<file path="src/rtl/vga_ctl_pkg.sv">
// Shared definitions for the pixel-pipeline sequencing controller: FSM state
// encodings and a small elaboration-time helper.
package vga_ctl_pkg;

   typedef enum logic [1:0] {
      VC_WAIT_LOCK = 2'd0,
      VC_RESET_GEN = 2'd1,
      VC_PREFILL   = 2'd2,
      VC_RUN       = 2'd3
   } vc_state_e;

   function automatic int vc_max(input int a, input int b);
      return (a > b) ? a : b;
   endfunction

endpackage

</file>
<file path="src/rtl/vga_ctl_debounce.sv">
// Button conditioner: 2-FF synchroniser, stability counter and a one-cycle
// pulse on each accepted high-to-low transition of the debounced level.
module debounce
   import vga_ctl_pkg::*;
#(
   parameter int DB_CYCLES = 74250
) (
   input  logic clk,
   input  logic rst,
   input  logic btn_i,
   output logic fall_o
);

   localparam int CNT_W = $clog2(vc_max(DB_CYCLES, 1) + 1);

   logic             s1_q, s2_q;
   logic             lvl_q, lvl_d;
   logic             fall_q, fall_d;
   logic [CNT_W-1:0] cnt_q, cnt_d;

   // The counter tracks how long the synchronised input has disagreed with the
   // accepted level; any agreement restarts the count.
   always_comb begin
      lvl_d  = lvl_q;
      fall_d = 1'b0;
      cnt_d  = '0;
      if (s2_q != lvl_q) begin
         if (cnt_q == CNT_W'(DB_CYCLES - 1)) begin
            lvl_d  = s2_q;
            fall_d = ~s2_q;
         end else begin
            cnt_d = cnt_q + 1'b1;
         end
      end
   end

   always_ff @(posedge clk or posedge rst) begin
      if (rst) begin
         s1_q   <= 1'b1;
         s2_q   <= 1'b1;
         lvl_q  <= 1'b1;
         fall_q <= 1'b0;
         cnt_q  <= '0;
      end else begin
         s1_q   <= btn_i;
         s2_q   <= s1_q;
         lvl_q  <= lvl_d;
         fall_q <= fall_d;
         cnt_q  <= cnt_d;
      end
   end

   assign fall_o = fall_q;

endmodule

</file>
<file path="src/rtl/vga_ctl.sv">
// Pixel-pipeline sequencer: waits for PLL lock, resets and prefills the
// generator/FIFO path, throttles the generator by fill level, applies pattern changes at frame ends.
module vga_ctl
   import vga_ctl_pkg::*;
#(
   parameter int NPAT      = 4,
   parameter int PW        = 2,
   parameter int DB_CYCLES = 74250,
   parameter int RST_CYC   = 16,
   parameter int FILL_HI   = 12,
   parameter int FILL_LO   = 8
) (
   input  logic          clk,
   input  logic          rst,
   input  logic          locked,
   input  logic          but,
   input  logic [3:0]    fill,
   input  logic          gen_eof,
   input  logic          fetch,
   output logic          gen_rst,
   output logic          gen_cke,
   output logic          tx_en,
   output logic [PW-1:0] pattern,
   output logic          underrun,
   output logic [1:0]    state
);

   localparam int CNT_W = $clog2(vc_max(DB_CYCLES, RST_CYC) + 1);

   logic             lk_s1_q, lk_s2_q;
   vc_state_e        state_q, state_d;
   logic [CNT_W-1:0] cnt_q, cnt_d;
   logic             gen_rst_q, gen_rst_d;
   logic             gen_cke_q, gen_cke_d;
   logic             tx_en_q, tx_en_d;
   logic             underrun_q, underrun_d;
   logic [PW-1:0]    pending_q, pending_d, pending_inc;
   logic [PW-1:0]    pattern_q, pattern_d;
   logic             btn_fall;

   debounce #(
      .DB_CYCLES(DB_CYCLES)
   ) u_debounce (
      .clk   (clk),
      .rst   (rst),
      .btn_i (but),
      .fall_o(btn_fall)
   );

   always_comb begin
      state_d    = state_q;
      cnt_d      = '0;
      underrun_d = underrun_q;
      case (state_q)
         VC_WAIT_LOCK: if (lk_s2_q) state_d = VC_RESET_GEN;
         VC_RESET_GEN: begin
            if (cnt_q == CNT_W'(RST_CYC - 1)) state_d = VC_PREFILL;
            else                              cnt_d   = cnt_q + 1'b1;
         end
         VC_PREFILL:   if (fill >= 4'(FILL_HI)) state_d = VC_RUN;
         VC_RUN: begin
            if (fetch && (fill == 4'd0)) begin
               state_d    = VC_RESET_GEN;
               underrun_d = 1'b1;
            end
         end
         default:      state_d = VC_WAIT_LOCK;
      endcase
      if (!lk_s2_q) begin
         state_d = VC_WAIT_LOCK;
         cnt_d   = '0;
      end
   end

   // Outputs are decoded from the next state so they register together with it.
   always_comb begin
      gen_rst_d = (state_d == VC_WAIT_LOCK) || (state_d == VC_RESET_GEN);
      tx_en_d   = (state_d == VC_RUN);
      gen_cke_d = 1'b0;
      case (state_d)
         VC_PREFILL: gen_cke_d = 1'b1;
         VC_RUN: begin
            if (state_q != VC_RUN)          gen_cke_d = 1'b1;
            else if (fill >= 4'(FILL_HI))   gen_cke_d = 1'b0;
            else if (fill <= 4'(FILL_LO))   gen_cke_d = 1'b1;
            else                            gen_cke_d = gen_cke_q;
         end
         default:    gen_cke_d = 1'b0;
      endcase
   end

   always_comb begin
      pending_inc = (pending_q == PW'(NPAT - 1)) ? '0 : pending_q + 1'b1;
      pending_d   = btn_fall ? pending_inc : pending_q;
      pattern_d   = pattern_q;
      if ((state_q == VC_WAIT_LOCK) || (state_q == VC_RESET_GEN)) pattern_d = pending_q;
      else if (gen_eof)                                           pattern_d = pending_d;
   end

   always_ff @(posedge clk or posedge rst) begin
      if (rst) begin
         lk_s1_q    <= 1'b0;
         lk_s2_q    <= 1'b0;
         state_q    <= VC_WAIT_LOCK;
         cnt_q      <= '0;
         gen_rst_q  <= 1'b1;
         gen_cke_q  <= 1'b0;
         tx_en_q    <= 1'b0;
         underrun_q <= 1'b0;
         pending_q  <= '0;
         pattern_q  <= '0;
      end else begin
         lk_s1_q    <= locked;
         lk_s2_q    <= lk_s1_q;
         state_q    <= state_d;
         cnt_q      <= cnt_d;
         gen_rst_q  <= gen_rst_d;
         gen_cke_q  <= gen_cke_d;
         tx_en_q    <= tx_en_d;
         underrun_q <= underrun_d;
         pending_q  <= pending_d;
         pattern_q  <= pattern_d;
      end
   end

   assign gen_rst  = gen_rst_q;
   assign gen_cke  = gen_cke_q;
   assign tx_en    = tx_en_q;
   assign underrun = underrun_q;
   assign pattern  = pattern_q;
   assign state    = state_q;

endmodule
</file>
<file path="config.mk">
export PLATFORM = sky130hd
export DESIGN_NAME = vga_ctl
export DESIGN_NICKNAME = d
export VERILOG_FILES = /design/src/rtl/vga_ctl_pkg.sv /design/src/rtl/vga_ctl_debounce.sv /design/src/rtl/vga_ctl.sv
export SDC_FILE = /design/constraint.sdc
export NUM_CORES = 1
export LEC_CHECK = 0
export ABC_AREA = 1
export BUFFER_PORTS_ARGS = -buffer_cell sky130_fd_sc_hd__buf_2
export CAP_MARGIN = 20
export CORE_MARGIN = 2
export CORE_UTILIZATION = 49
export CTS_CLUSTER_SIZE = 16
export DETAILED_ROUTE_END_ITERATION = 10
export GPL_ROUTABILITY_DRIVEN = 0
export HOLD_SLACK_MARGIN = 0.08
export PLACE_DENSITY = 0.77
export SLEW_MARGIN = 20
export SYNTH_ARGS = -nofsm -noshare
export SYNTH_HDL_FRONTEND = slang
export SYNTH_SLANG_ARGS = --single-unit
</file>
<file path="constraint.sdc">
create_clock -name clk -period 1.8 [get_ports clk]
set_clock_uncertainty 0.2 [all_clocks]
set_input_delay 0.18 -clock clk [delete_from_list [all_inputs] [get_ports clk]]
set_output_delay 0.18 -clock clk [all_outputs]
set_load 0.02 [all_outputs]
</file>
* Yosys cells after proc, flatten, opt, wreduce, memory -nomap -nowiden *
Cells that the tools add are included.

word-level totals
  flip-flop bits (word level) = 50
  bits in latches = 0
  RAM bits = 0
  memory bits (read-only) = 0
  output and inout bits = 8
  logic and storage cells = 62
  memories kept = 0

cells by class
  add/sub/neg operators = 3
  $mul = 0
  div/mod/pow operators = 0
  magnitude comparators = 2
  equality and inequality tests = 12
  shift-type cells = 0
  multiplexer cells = 20
  bitwise gates (word level) = 1
  reductions and logical operators = 9

operators by type and width
  cell                                                                     count
  17-bit 2-to-1 mux                                                        5
  17-bit by 1-bit adder with 17-bit output, second input constant          2
  17-bit == test, second input constant                                    1
  17-bit by 4-bit == test with 1-bit output, second input constant         1
  2-bit 2-to-1 mux                                                         8
  2-bit == test, second input constant                                     5
  2-bit one-hot mux with 4 select lines                                    1
  1-bit 2-to-1 mux                                                         5
  2-bit by 1-bit == test with 1-bit output, second input constant          2
  4-bit greater-or-equal comparator, second input constant                 1
  4-bit less-or-equal comparator, second input constant                    1
  2-bit zero test                                                          2
  4-bit zero test                                                          1
  4-bit by 1-bit inequality test with 1-bit output, second input constant  1
  2-bit AND reduction                                                      2
  2-bit by 1-bit adder with 2-bit output, second input constant            1
  1-bit logical OR                                                         2
  2-bit inequality test, second input constant                             1
  1-bit one-hot mux with 2 select lines                                    1
  2-bit nonzero test                                                       1
  1-bit logical AND                                                        1
  1-bit inequality test                                                    1
  1-bit inverter                                                           1

* Depth between registers and ports, before layout *
Gate-level depths: netlist of the first run.

  depth in word-level cells = 7
  depth in mapped cells = 9
  mapped depth without buffers = 9

* By module *
A second synthesis of the first run with hierarchy kept.

unflattened totals
  cells, all modules = 319
  area, all modules = 2663.8 um2

by module, submodules not included
  module    times used  cells each  area an instance (um2)  seq. area each (um2)
  vga_ctl   1           177         1527.7                  726.9
  debounce  1           142         1136.1                  529.3

* Worst setup path before layout of the first run *
Ideal clock, no wire load.

  path kind = register -> register
  start = reg cnt_q[0]
  end = reg cnt_q[2]
  setup time = 0.080 ns
  data arrival time = 1.293 ns
  setup slack = 0.227 ns
  cell stages (with the launch flop) = 10
  buffers on the path = 1
  clock period less this slack = 1.573 ns
  cells stage by stage = dfrtp_1 ha_1 nand2_1 nor2_4 inv_1 nor2_1 nand3_1 nand2_1 buf_4 nor3b_2

between the ends
  word-level cells in the longest chain between the ends = 4
  elaborated cells between the ends (all ways) = 5
  those cells by class = 1 x add/sub; 1 x eq/ne; 3 x mux

ends and longest elaborated chain
  element                                                                                                       line                          text
  start: declaration                                                                                            vga_ctl.sv:32                 logic [CNT_W-1:0] cnt_q, cnt_d;
  start signal: assignment                                                                                      vga_ctl.sv:116                cnt_q <= cnt_d;
  17-bit by 1-bit adder with 17-bit output / 17-bit by 4-bit == test with 1-bit output (equally long branches)  vga_ctl.sv:58, vga_ctl.sv:57
  17-bit 2-to-1 mux *                                                                                           vga_ctl.sv:57                 if (cnt_q == CNT_W'(RST_CYC - 1)) state_d = VC_PREFILL;
  17-bit 2-to-1 mux *                                                                                           vga_ctl.sv:54                 case (state_q)
  17-bit 2-to-1 mux *                                                                                           vga_ctl.sv:69                 if (!lk_s2_q) begin
  via cnt_d[2]                                                                                                  vga_ctl.sv:32

Mark *: on every way through the listed nets, which the timed path passes. The rest lies on a longest branch.
A chain may end at the register's enable or synchronous reset.

* Worst setup path in the final report of the first run *
  start = reg u_debounce.cnt_q[0]
  end = reg u_debounce.cnt_q[12]

between the ends
  word-level cells in the longest chain between the ends = 3
  elaborated cells between the ends (all ways) = 4
  those cells by class = 1 x add/sub; 1 x eq/ne; 2 x mux

ends and longest elaborated chain
  element                                                                            line                                            text
  start: declaration                                                                 vga_ctl_debounce.sv:19                          logic [CNT_W-1:0] cnt_q, cnt_d;
  start signal: assignment                                                           vga_ctl_debounce.sv:49                          cnt_q <= cnt_d;
  17-bit by 1-bit adder with 17-bit output / 17-bit == test (equally long branches)  vga_ctl_debounce.sv:32, vga_ctl_debounce.sv:28
  17-bit 2-to-1 mux *                                                                vga_ctl_debounce.sv:28                          if (cnt_q == CNT_W'(DB_CYCLES - 1)) begin
  17-bit 2-to-1 mux *                                                                vga_ctl_debounce.sv:27                          if (s2_q != lvl_q) begin
  via u_debounce.cnt_d[12]                                                           vga_ctl_debounce.sv:19

Marked as above.

==> results of run 1 <==
-- cell families after synthesis --
logic type               share of synthesized area, %
AND/OR/NAND/NOR                                  34.5
buffers and inverters                            8.23
flip-flops                                       48.0
AO/OA/AOI/OAI                                    4.07
XOR/XNOR                                         3.68
adder cells (fa/ha/maj)                          1.44
-- worst max-delay path, cell delays in order, from the launching register on --
cell and delay [ps]:
dfrtp_1 430, ha_4 180, nand2_4 60, nor2_4 190, buf_4 150, nand3_1 90, xor2_1 200, nor2_1 70
-- how the worst min path moves through the flow --
stage / from / slack [ps] / cells past startpoint / end
3_3_place_gp: rst / 40 / 3 / u_debounce.fall_o
2_1_floorplan: but / -20 / 0 / u_debounce.s1_q
3_5_place_dp: rst / 40 / 3 / u_debounce.fall_o
5_1_grt: u_debounce.s1_q / 170 / 0 / u_debounce.s2_q
4_1_cts: u_debounce.s1_q / 160 / 0 / u_debounce.s2_q
6_report: u_debounce.s1_q / 160 / 0 / u_debounce.s2_q
-- per-stage QoR --
step           total power, mW  instance area (µm²)
6_report                  1.92                 3100
5_1_grt                   1.99                 3100
4_1_cts                   1.92                 3000
3_5_place_dp              1.26                 2830
3_3_place_gp              1.26                 2830
2_1_floorplan             1.22                 2620
-- power by group through the flow --
stage	registers [mW]	clock network, mW	logic, mW
floorplan	1.17	0	0.0530
global placement	1.17	0	0.0925
detailed placement	1.17	0	0.0939
CTS	1.15	0.670	0.106
global route	1.15	0.707	0.131
finish	1.15	0.653	0.114
-- layout by cell type (no fill, tap or decap), types with 9 or more instances in the layout --
cell type       n
inv_1          50
nor2_1         57
dfrtp_1        46
xor2_1         10
nand3_1        29
buf_2          17
nor3_1         16
nand2_1        46
nand4_1        13
dlygate4sd3_1   9
-- state kept, by name (all words and copies together), names as in the netlist --
register           count
state                  2
cnt_q                 17
u_debounce.s2_q        1
gen_rst                1
underrun               1
u_debounce.fall_o      1
pending_q              2
tx_en                  1
u_debounce.cnt_q      17
u_debounce.s1_q        1
pattern                2
u_debounce.lvl_q       1
gen_cke                1
lk_s2_q                1
lk_s1_q                1
-- area by class of cell --
cell class / count / share of cell area (%)
clock inverters: 3 / 0.687
repair buffers: 35 / 8.24
multi-input cells: 221 / 39.1
inverters: 53 / 6.42
well taps: 70 / 2.83
flip-flops and latches: 50 / 40.5
clock buffers: 5 / 2.22
-- what timing repair did --
item | CTS | global route
gates resized for setup | 0 | 14
setup buffers | 0 | 3
endpoints found under the setup margin | 0 | 10
hold buffers | 8 | 2
endpoints found under the hold margin | 56 | 1
-- metal layers --
| layer | track usage [%] | vias to the layer above |
|---|---|---|
| li1 | - | 1129 |
| met4 | 7.68 | 0 |
| met2 | 32.2 | 54 |
| met3 | 3.29 | 15 |
| met5 | 0 | - |
| met1 | 23.6 | 1046 |
==> metrics.txt, run 1 <==
DRT Wirelength=5480 µm; sequential share of power=60.0%; fin crit share=between 90% and 100%; Max Fanout on Critical Path=5; met2 routed WL=2750 µm; Root Buffer=clkbuf_8; Vias per Instance=around 5; Critical path origin=u_debounce.cnt_q[0]; Worst setup endpoint=u_debounce.cnt_q[12]; Max Used Layer=met4; drc violations=0; met3 wire len=197 µm; Overall Global Routing Usage=18.8%; final hold slack=160 ps; Synth Instances=327; fraction of layout cells with a size suffix above 1=18.0%; Layout area overhead=18.5%; register area share after synthesis=roughly half; Psw=459 µW; CTS Sinks=50; internal cell power=1.46 mW; maxcap violations=0; worst-margin pin slew=487 ps; initial antenna violation count=0; Reg2Reg Launch Point=u_debounce.cnt_q[0]; clock share of power=34.0%; final antenna-violating net count=0; Pwr Density=around 620 mW/mm²; pre-CTS setup slack=93.0 ps; PortBufs=17; Syn Nets=340; CTS tree=done; post-synthesis register bit count=50; fin util=60.3%; RSZ-0062 raised after global routing=yes; num ports=18; first-pass GRT wire length=9050 µm; CTS HTree Levels=2; total core area=0.00514 mm²; total leakage power=1.48 nW; Yosys cell types=33; reg2reg end=u_debounce.cnt_q[12]; most frequent cells after synthesis=nor2_1, inv_1, nand2_1, dfrtp_1, nand3_1; Sw Ratio=23.9%; Synth Warn #=0; Achievable Freq=0.588 GHz; DR iter-0 viols=about 130; largest net degree at the start of global routing=51; Clk pin slew, worst setup/hold paths=90 ps; FF-to-FF setup slack=about 100 ps; CP Capture Type=flop; Logic pwr share=around 6%; Post-Syn Area=0.00262 mm²; Worst Path Required=approximately 1800 ps; Yosys top cell area share=44.0%; number of flops mapped to enable cells by yosys=0; Slew Limit Fails=0; DRT Pass-1 Iters=4; CP startpoint kind=flop; initial core utilization=between 50% and 60%; CP arrival=1680 ps; Final Non-Filler Cells=437; Synth area leaders=dfrtp_1, nor2_1, inv_1, nand2_1, nand3_1; FP Rows=26; GRT overflow=0; post-layout min period=1700 ps; antenna fix cells=0; sequential standard cell area=approximately 0.0013 mm²; most common cell in the netlist=nor2_1; DP HPWL=3800 µm; worst vdd ir=between 300 and 400 µV; Die Wd=between 70 and 80 µm; final setup fails=0; Placed Cells=~420; clk_lat worst skew=310 ps; ys async rst share=100%; DR WL/cell=~13 µm; Hold Crit Class=flop to flop; top_reg_cell synth=dfrtp_1; Fin Setup TNS=0 ps; Fin. Hold Viols=0; clk buf depth=2; wire length on met1=2390 µm; Layout fillers=~470; R2R depth=7; Yosys top cell by area=dfrtp_1; Setup Crit Path Kind=flop to flop; Max-Slew Margin vs Limit=67.3%; nets=379; Multi-input gate area=about 0.0012 mm²; Mean Syn Cell Area=roughly 8 µm²; die area=0.00594 mm²; die height=77.1 µm; via count of the first global-routing pass=approximately 2.1k; number of CTS-inserted buffers=5; Setup WS post-layout=99.4 ps; outcome=finished, final reports clean; vias=2,244
Note: power is estimated with default switching activity, not from simulation.
==> inputs of run 2 (changes only) <==
--- a/config.mk
+++ b/config.mk
@@ -14,7 +14,8 @@
 export DETAILED_ROUTE_END_ITERATION = 10
 export GPL_ROUTABILITY_DRIVEN = 0
 export HOLD_SLACK_MARGIN = 0.08
-export PLACE_DENSITY = 0.77
+export PLACE_DENSITY = 0.79
+export SKIP_LAST_GASP = 1
 export SLEW_MARGIN = 20
 export SYNTH_ARGS = -nofsm -noshare
 export SYNTH_HDL_FRONTEND = slang
==> constraint.sdc (replaced) <==
create_clock -name clk -period 1.4 [get_ports clk]
set_clock_uncertainty 0.2 [all_clocks]
set_input_delay 0.14 -clock clk [delete_from_list [all_inputs] [get_ports clk]]
set_output_delay 0.14 -clock clk [all_outputs]
set_load 0.02 [all_outputs]
==> metrics.txt, run 2 (synthesis results as in run 1) <==
commonest non-fill, non-tap cell in the layout=buf_4 (was nor2_1); outcome=complete, but fails checks (was finished, final reports clean); Hold Crit Class=input pin to flop (was flop to flop); fin crit share=123% (was 94.5%); final setup fails=41 (was 0); clk_lat worst skew=320 ps (was 310 ps); internal cell power=2.11 mW (was 1.46 mW); initial core utilization=50.9% (unchanged); num ports=18 (unchanged); biggest regs=cnt_q (17), u_debounce.cnt_q (17) (unchanged); vias=2,701 (was 2,244); CP Capture Type=flop (unchanged); final hold slack=-35.9 ps (was 160 ps); FP Rows=26 (unchanged); Worst Path Required=1400 ps (was 1780 ps); CP startpoint kind=flop (unchanged); via count of the first global-routing pass=2,702 (was 2,087); clock share of power=38.7% (was 34.0%); violated checks=hold timing, setup timing; worst-margin pin slew=301 ps (was 487 ps); largest net degree at the start of global routing=51 (unchanged); Overall Global Routing Usage=24.8% (was 18.8%); total leakage power=1.97 nW (was 1.48 nW); Setup Crit Path Kind=flop to flop (unchanged); area post-placement=0.00337 mm² (was 0.00283 mm²); Max Fanout on Critical Path=8 (was 5); crit-path max cell delay=370 ps (was 430 ps); Fin. Hold Viols=1 (was 0); Slew Limit Fails=0 (unchanged); Pwr Density=698 mW/mm² (was 619 mW/mm²); initial antenna violation count=0 (unchanged); DRT Pass-1 Iters=4 (unchanged); DRT Wirelength=7760 µm (was 5480 µm); DP HPWL=4790 µm (was 3800 µm); Psw=653 µW (was 459 µW); worst path cell trace=ha_2 -> nand2_2 -> nor2_4 -> inv_2 -> nor2_1 -> nand3_1 -> nand2_2 -> buf_12 -> nor3b_2 (was ha_4 -> nand2_4 -> nor2_4 -> buf_4 -> nand3_1 -> xor2_1 -> nor2_1); Sw Ratio=23.6% (was 23.9%); PortBufs=17 (unchanged); RSZ-0062 raised after global routing=yes (unchanged); Logic pwr share=7.9% (was 6.0%); DR iter-0 viols=149 (was 132); DR WL/cell=15.0 µm (was 12.5 µm); CP arrival=1730 ps (was 1680 ps); nets=460 (was 379); sequential share of power=53.4% (was 60.0%); commonest non-fill, non-tap cells in the layout=buf_4, nor2_1, dfrtp_1, inv_1, nand2_1 (was nor2_1, inv_1, nand2_1, dfrtp_1, nand3_1); clk buf depth=2 (unchanged); fraction of layout cells with a size suffix above 1=43.1% (was 18.0%); maxcap violations=0 (unchanged); CTS HTree Levels=2 (unchanged); GRT overflow=0 (unchanged); antenna fix cells=0 (unchanged); Achievable Freq=0.578 GHz (was 0.588 GHz); final antenna-violating net count=0 (unchanged); die area=0.00594 mm² (unchanged); total core area=0.00514 mm² (unchanged); # hold bufs at CTS=7 (was 8); most frequent CP cell=nand2_2; CTS Sinks=50 (unchanged); drc violations=0 (unchanged); Layout area overhead=51.4% (was 18.5%); Final Cell Area=0.00396 mm² (was 0.00310 mm²); Vias per Instance=5.21 (was 5.14); first-pass GRT wire length=11,800 µm (was 9050 µm); post-layout min period=1730 ps (was 1700 ps); worst vdd ir=695 µV (was 397 µV); die height=77.1 µm (unchanged); Setup WS post-layout=-329 ps (was 99.4 ps); Clk pin slew, worst setup/hold paths=110 ps (was 90 ps); Tot Pwr=2.76 mW (was 1.92 mW); Root Buffer=clkbuf_8 (unchanged); slowest CP cell=dfrtp_1 (unchanged); number of CTS-inserted buffers=5 (unchanged); Max-Slew Margin vs Limit=79.7% (was 67.3%); CTS tree=done (unchanged); Die Wd=77.1 µm (unchanged)
==> run 2: cell types whose count changed in the layout (fill, tap and decap cells not counted), moves of 7 or more <==
cell | previous run | this run
buf_4 | 8 | 86
nor2_1 | 57 | 46
nand2_1 | 46 | 38
nand2_2 | 3 | 11
nand3_1 | 29 | 22
nor2_2 | 2 | 9
nor3_1 | 16 | 9
==> run 2: worst paths after layout <==
kind	start	to	slack [ps]	cells after the start
worst max-delay path	cnt_q[1]	cnt_q[2]	-330	9
worst min register to register	u_debounce.s1_q	u_debounce.s2_q	160	0
max in group asynchronous	rst	u_debounce.lvl_q	480	4
min in group asynchronous	rst	cnt_q[7]	210	4
worst min-delay path	fill[0]	underrun	-40	4
worst max register to register	cnt_q[1]	cnt_q[2]	-330	9
==> run 2: power by group through the flow <==
stage | clock [mW] | sequential [mW] | combinational, mW
3_3_place_gp | 0 | 1.50 | 0.155
4_1_cts | 1.08 | 1.47 | 0.188
3_5_place_dp | 0 | 1.50 | 0.161
6_report | 1.07 | 1.48 | 0.219
2_1_floorplan | 0 | 1.50 | 0.0715
5_1_grt | 1.13 | 1.48 | 0.241
==> run 2: repair_timing <==
action / in CTS / in global routing
endpoints found under the setup margin: 41 / 44
resized for setup: 33 / 35
pin swaps: 23 / 17
buffers inserted: 9 / 15
endpoints found under the hold margin: 58 / 1
==> run 2: area by class of cell <==
cell class	count	area [µm²]
fillers	333	1180
multi-input cells	221	1400
clock buffers	5	68.8
flip-flops and latches	50	1260
well taps	70	87.6
clock inverters	3	47.5
repair buffers	116	892
inverters	53	205
==> run 2: critical path: cells and delay by family (launching register included) <==
family / cells / cell delay (ps)
adder cells (fa/ha/maj): 1 / 200
buffers and inverters: 2 / 210
AND/OR/NAND/NOR: 6 / 650
flip-flops: 1 / 370
==> run 2: per-layer routing <==
layer	part of all wire, %	track usage, %	up-vias	routed length (µm)
li1	-	-	1290	-
met1	38	28.5	1314	2940
met2	56	46.5	81	4350
met3	3.6	3.65	16	281
met4	2.3	8.75	0	180
met5	0	0	-	0
==> run 2: per-stage QoR <==
step,hold slack [ps],setup TNS [ps],util (%),std cells,setup slack (ps)
global route,-2.85,-13170,77.0,518,-420
CTS,-66.9,-6950,72.2,505,-246
detailed placement,29.2,-6440,65.6,483,-250
floorplan,-55.5,-2330,-,327,-132
global placement,24.7,-4490,65.6,483,-207
finish,-35.9,-9710,77.0,518,-329
==> inputs of run 3 (changes only) <==
==> constraint.sdc (replaced) <==
create_clock -name clk -period 1.4 [get_ports clk]
set_clock_uncertainty 0.2 [all_clocks]
set_input_delay 0.14 -clock clk [delete_from_list [all_inputs] [get_ports clk]]
set_output_delay 0.14 -clock clk [all_outputs]
set_load 0.01 [all_outputs]
==> metrics.txt, run 3 (synthesis results as in run 1) <==
Achievable Freq=0.573 GHz (was 0.578 GHz); CP startpoint kind=flop (unchanged); via count of the first global-routing pass=2,690 (was 2,702); CTS Sinks=50 (unchanged); Crit path max-delay family=simple AND/OR/NAND/NOR gates (unchanged); drc violations=0 (unchanged); total core area=0.00514 mm² (unchanged); Final Non-Filler Cells=513 (was 518); Worst Path Required=1400 ps (about the same); commonest non-fill, non-tap cell in the layout=buf_4 (unchanged); fin util=76.8% (was 77.0%); DR iter-0 viols=98 (was 149); Placed Cells=478 (was 483); initial antenna violation count=0 (unchanged); CTS HTree Levels=2 (unchanged); fraction of layout cells with a size suffix above 1=42.7% (was 43.1%); nets=455 (was 460); Slew Limit Fails=0 (unchanged); first-pass GRT wire length=11,700 µm (was 11,800 µm); Tot Pwr=2.56 mW (was 2.76 mW); Max-Slew Margin vs Limit=78.9% (was 79.7%); Vias per Instance=5.30 (was 5.21); final setup fails=41 (unchanged); Layout area overhead=51.0% (was 51.4%); total leakage power=1.95 nW (was 1.97 nW); number of CTS-inserted buffers=5 (unchanged); WP buf/inv=1 (was 2); PortBufs=17 (unchanged); RSZ-0062 raised after global routing=yes (unchanged); DRT Pass-1 Iters=5 (was 4); clk buf depth=2 (unchanged); die height=77.1 µm (unchanged); Root Buffer=clkbuf_8 (unchanged); worst vdd ir=487 µV (was 695 µV); DRT Wirelength=7760 µm (about the same); CTS tree=done (unchanged); CP arrival=1740 ps (was 1730 ps); Overall Global Routing Usage=24.8% (about the same); violated checks=setup timing (was hold timing, setup timing); Clk pin slew, worst setup/hold paths=100 ps (was 110 ps); Fin. Hold Viols=0 (was 1); worst path cell trace=ha_2 -> nand2_2 -> nor2_4 -> inv_2 -> nor2_2 -> nand3_2 -> nand2_4 -> o21bai_1 -> nor2_1 (was ha_2 -> nand2_2 -> nor2_4 -> inv_2 -> nor2_1 -> nand3_1 -> nand2_2 -> buf_12 -> nor3b_2); CP Capture Type=flop (unchanged); Max Fanout on Critical Path=5 (was 8); Fin Setup TNS=-9750 ps (was -9710 ps); Setup WS post-layout=-347 ps (was -329 ps); outcome=complete, but fails checks (unchanged); die area=0.00594 mm² (unchanged); Pwr Density=648 mW/mm² (was 698 mW/mm²); Hold Crit Class=input pin to async pin (was input pin to flop); DP HPWL=4720 µm (was 4790 µm); final antenna-violating net count=0 (unchanged); num ports=18 (unchanged); DR WL/cell=15.1 µm (was 15.0 µm); maxcap violations=0 (unchanged); fin crit share=125% (was 123%); post-layout min period=1750 ps (was 1730 ps); FP Rows=26 (unchanged); clk_lat worst skew=310 ps (was 320 ps); crit-path max cell delay=370 ps (about the same); vias=2,718 (was 2,701); commonest non-fill, non-tap cells in the layout=buf_4, dfrtp_1, nor2_1, inv_1, nand2_1 (was buf_4, nor2_1, dfrtp_1, inv_1, nand2_1); antenna fix cells=0 (unchanged); Die Wd=77.1 µm (unchanged); worst-margin pin slew=314 ps (was 301 ps); Setup Crit Path Kind=flop to flop (unchanged); Layout fillers=328 (was 333); slowest CP cell=dfrtp_1 (unchanged); biggest regs=cnt_q (17), u_debounce.cnt_q (17) (unchanged); GRT overflow=0 (unchanged); initial core utilization=50.9% (unchanged); largest net degree at the start of global routing=31 (was 51)
run 3: area by class of cell:
cell class	instances	area, µm²	share of cell area [%]
Clock buffer	6	72.6	1.84
Clock inverter	2	13.8	0.349
Inverter	53	203	5.13
Multi-Input combinational cell	221	1420	35.9
Sequential cell	50	1260	31.8
Tap cell	70	87.6	2.22
Timing Repair Buffer	111	898	22.8
run 3: through the flow:
stage	instance area, µm²	hold WS, ps	setup slack, ps
5_1_grt	3950	140	-440
6_report	3950	110	-347
3_3_place_gp	3340	-108	-190
2_1_floorplan	2650	-55.5	-132
3_5_place_dp	3340	-101	-257
4_1_cts	3700	110	-290
run 3: final timing paths:
path                               start               to  slack (ps)  cells after the start
worst max-delay path            cnt_q[1]        cnt_q[14]        -350                      9
max in group asynchronous            rst  u_debounce.s1_q         380                      4
min in group clk                 lk_s1_q          lk_s2_q         160                      0
worst max register to register  cnt_q[1]        cnt_q[14]        -350                      9
worst min-delay path                 rst         cnt_q[2]         110                      3
worst min register to register   lk_s1_q          lk_s2_q         160                      0
run 3: worst reg2reg max path, delay by kind of cell (launching register included):
family	cells	cell delay [ps]
AND/OR/NAND/NOR	6	690
adder cells (fa/ha/maj)	1	190
flip-flops	1	370
AO/OA/AOI/OAI	1	130
buffers and inverters	1	60
run 3: what timing repair did:
action,in CTS,in global routing
pin swaps,13,31
hold buffers,7,0
endpoints found under the hold margin,58,0
setup endpoints to repair,41,41
setup buffers,12,10
gates resized for setup,28,53
run 3: layer usage:
layer | global-route usage [%] | up-vias | wire length, µm
met3 | 4.00 | 39 | 277
met5 | 0 | - | 0
li1 | - | 1279 | -
met2 | 47.6 | 93 | 4290
met4 | 11.1 | 0 | 291
met1 | 26.3 | 1307 | 2900
run 3: report_power, final:
part	switching [mW]	internal (mW)
Sequential	0.0125	1.46
Clock	0.501	0.357
Combinational	0.115	0.110
Total	0.628	1.93
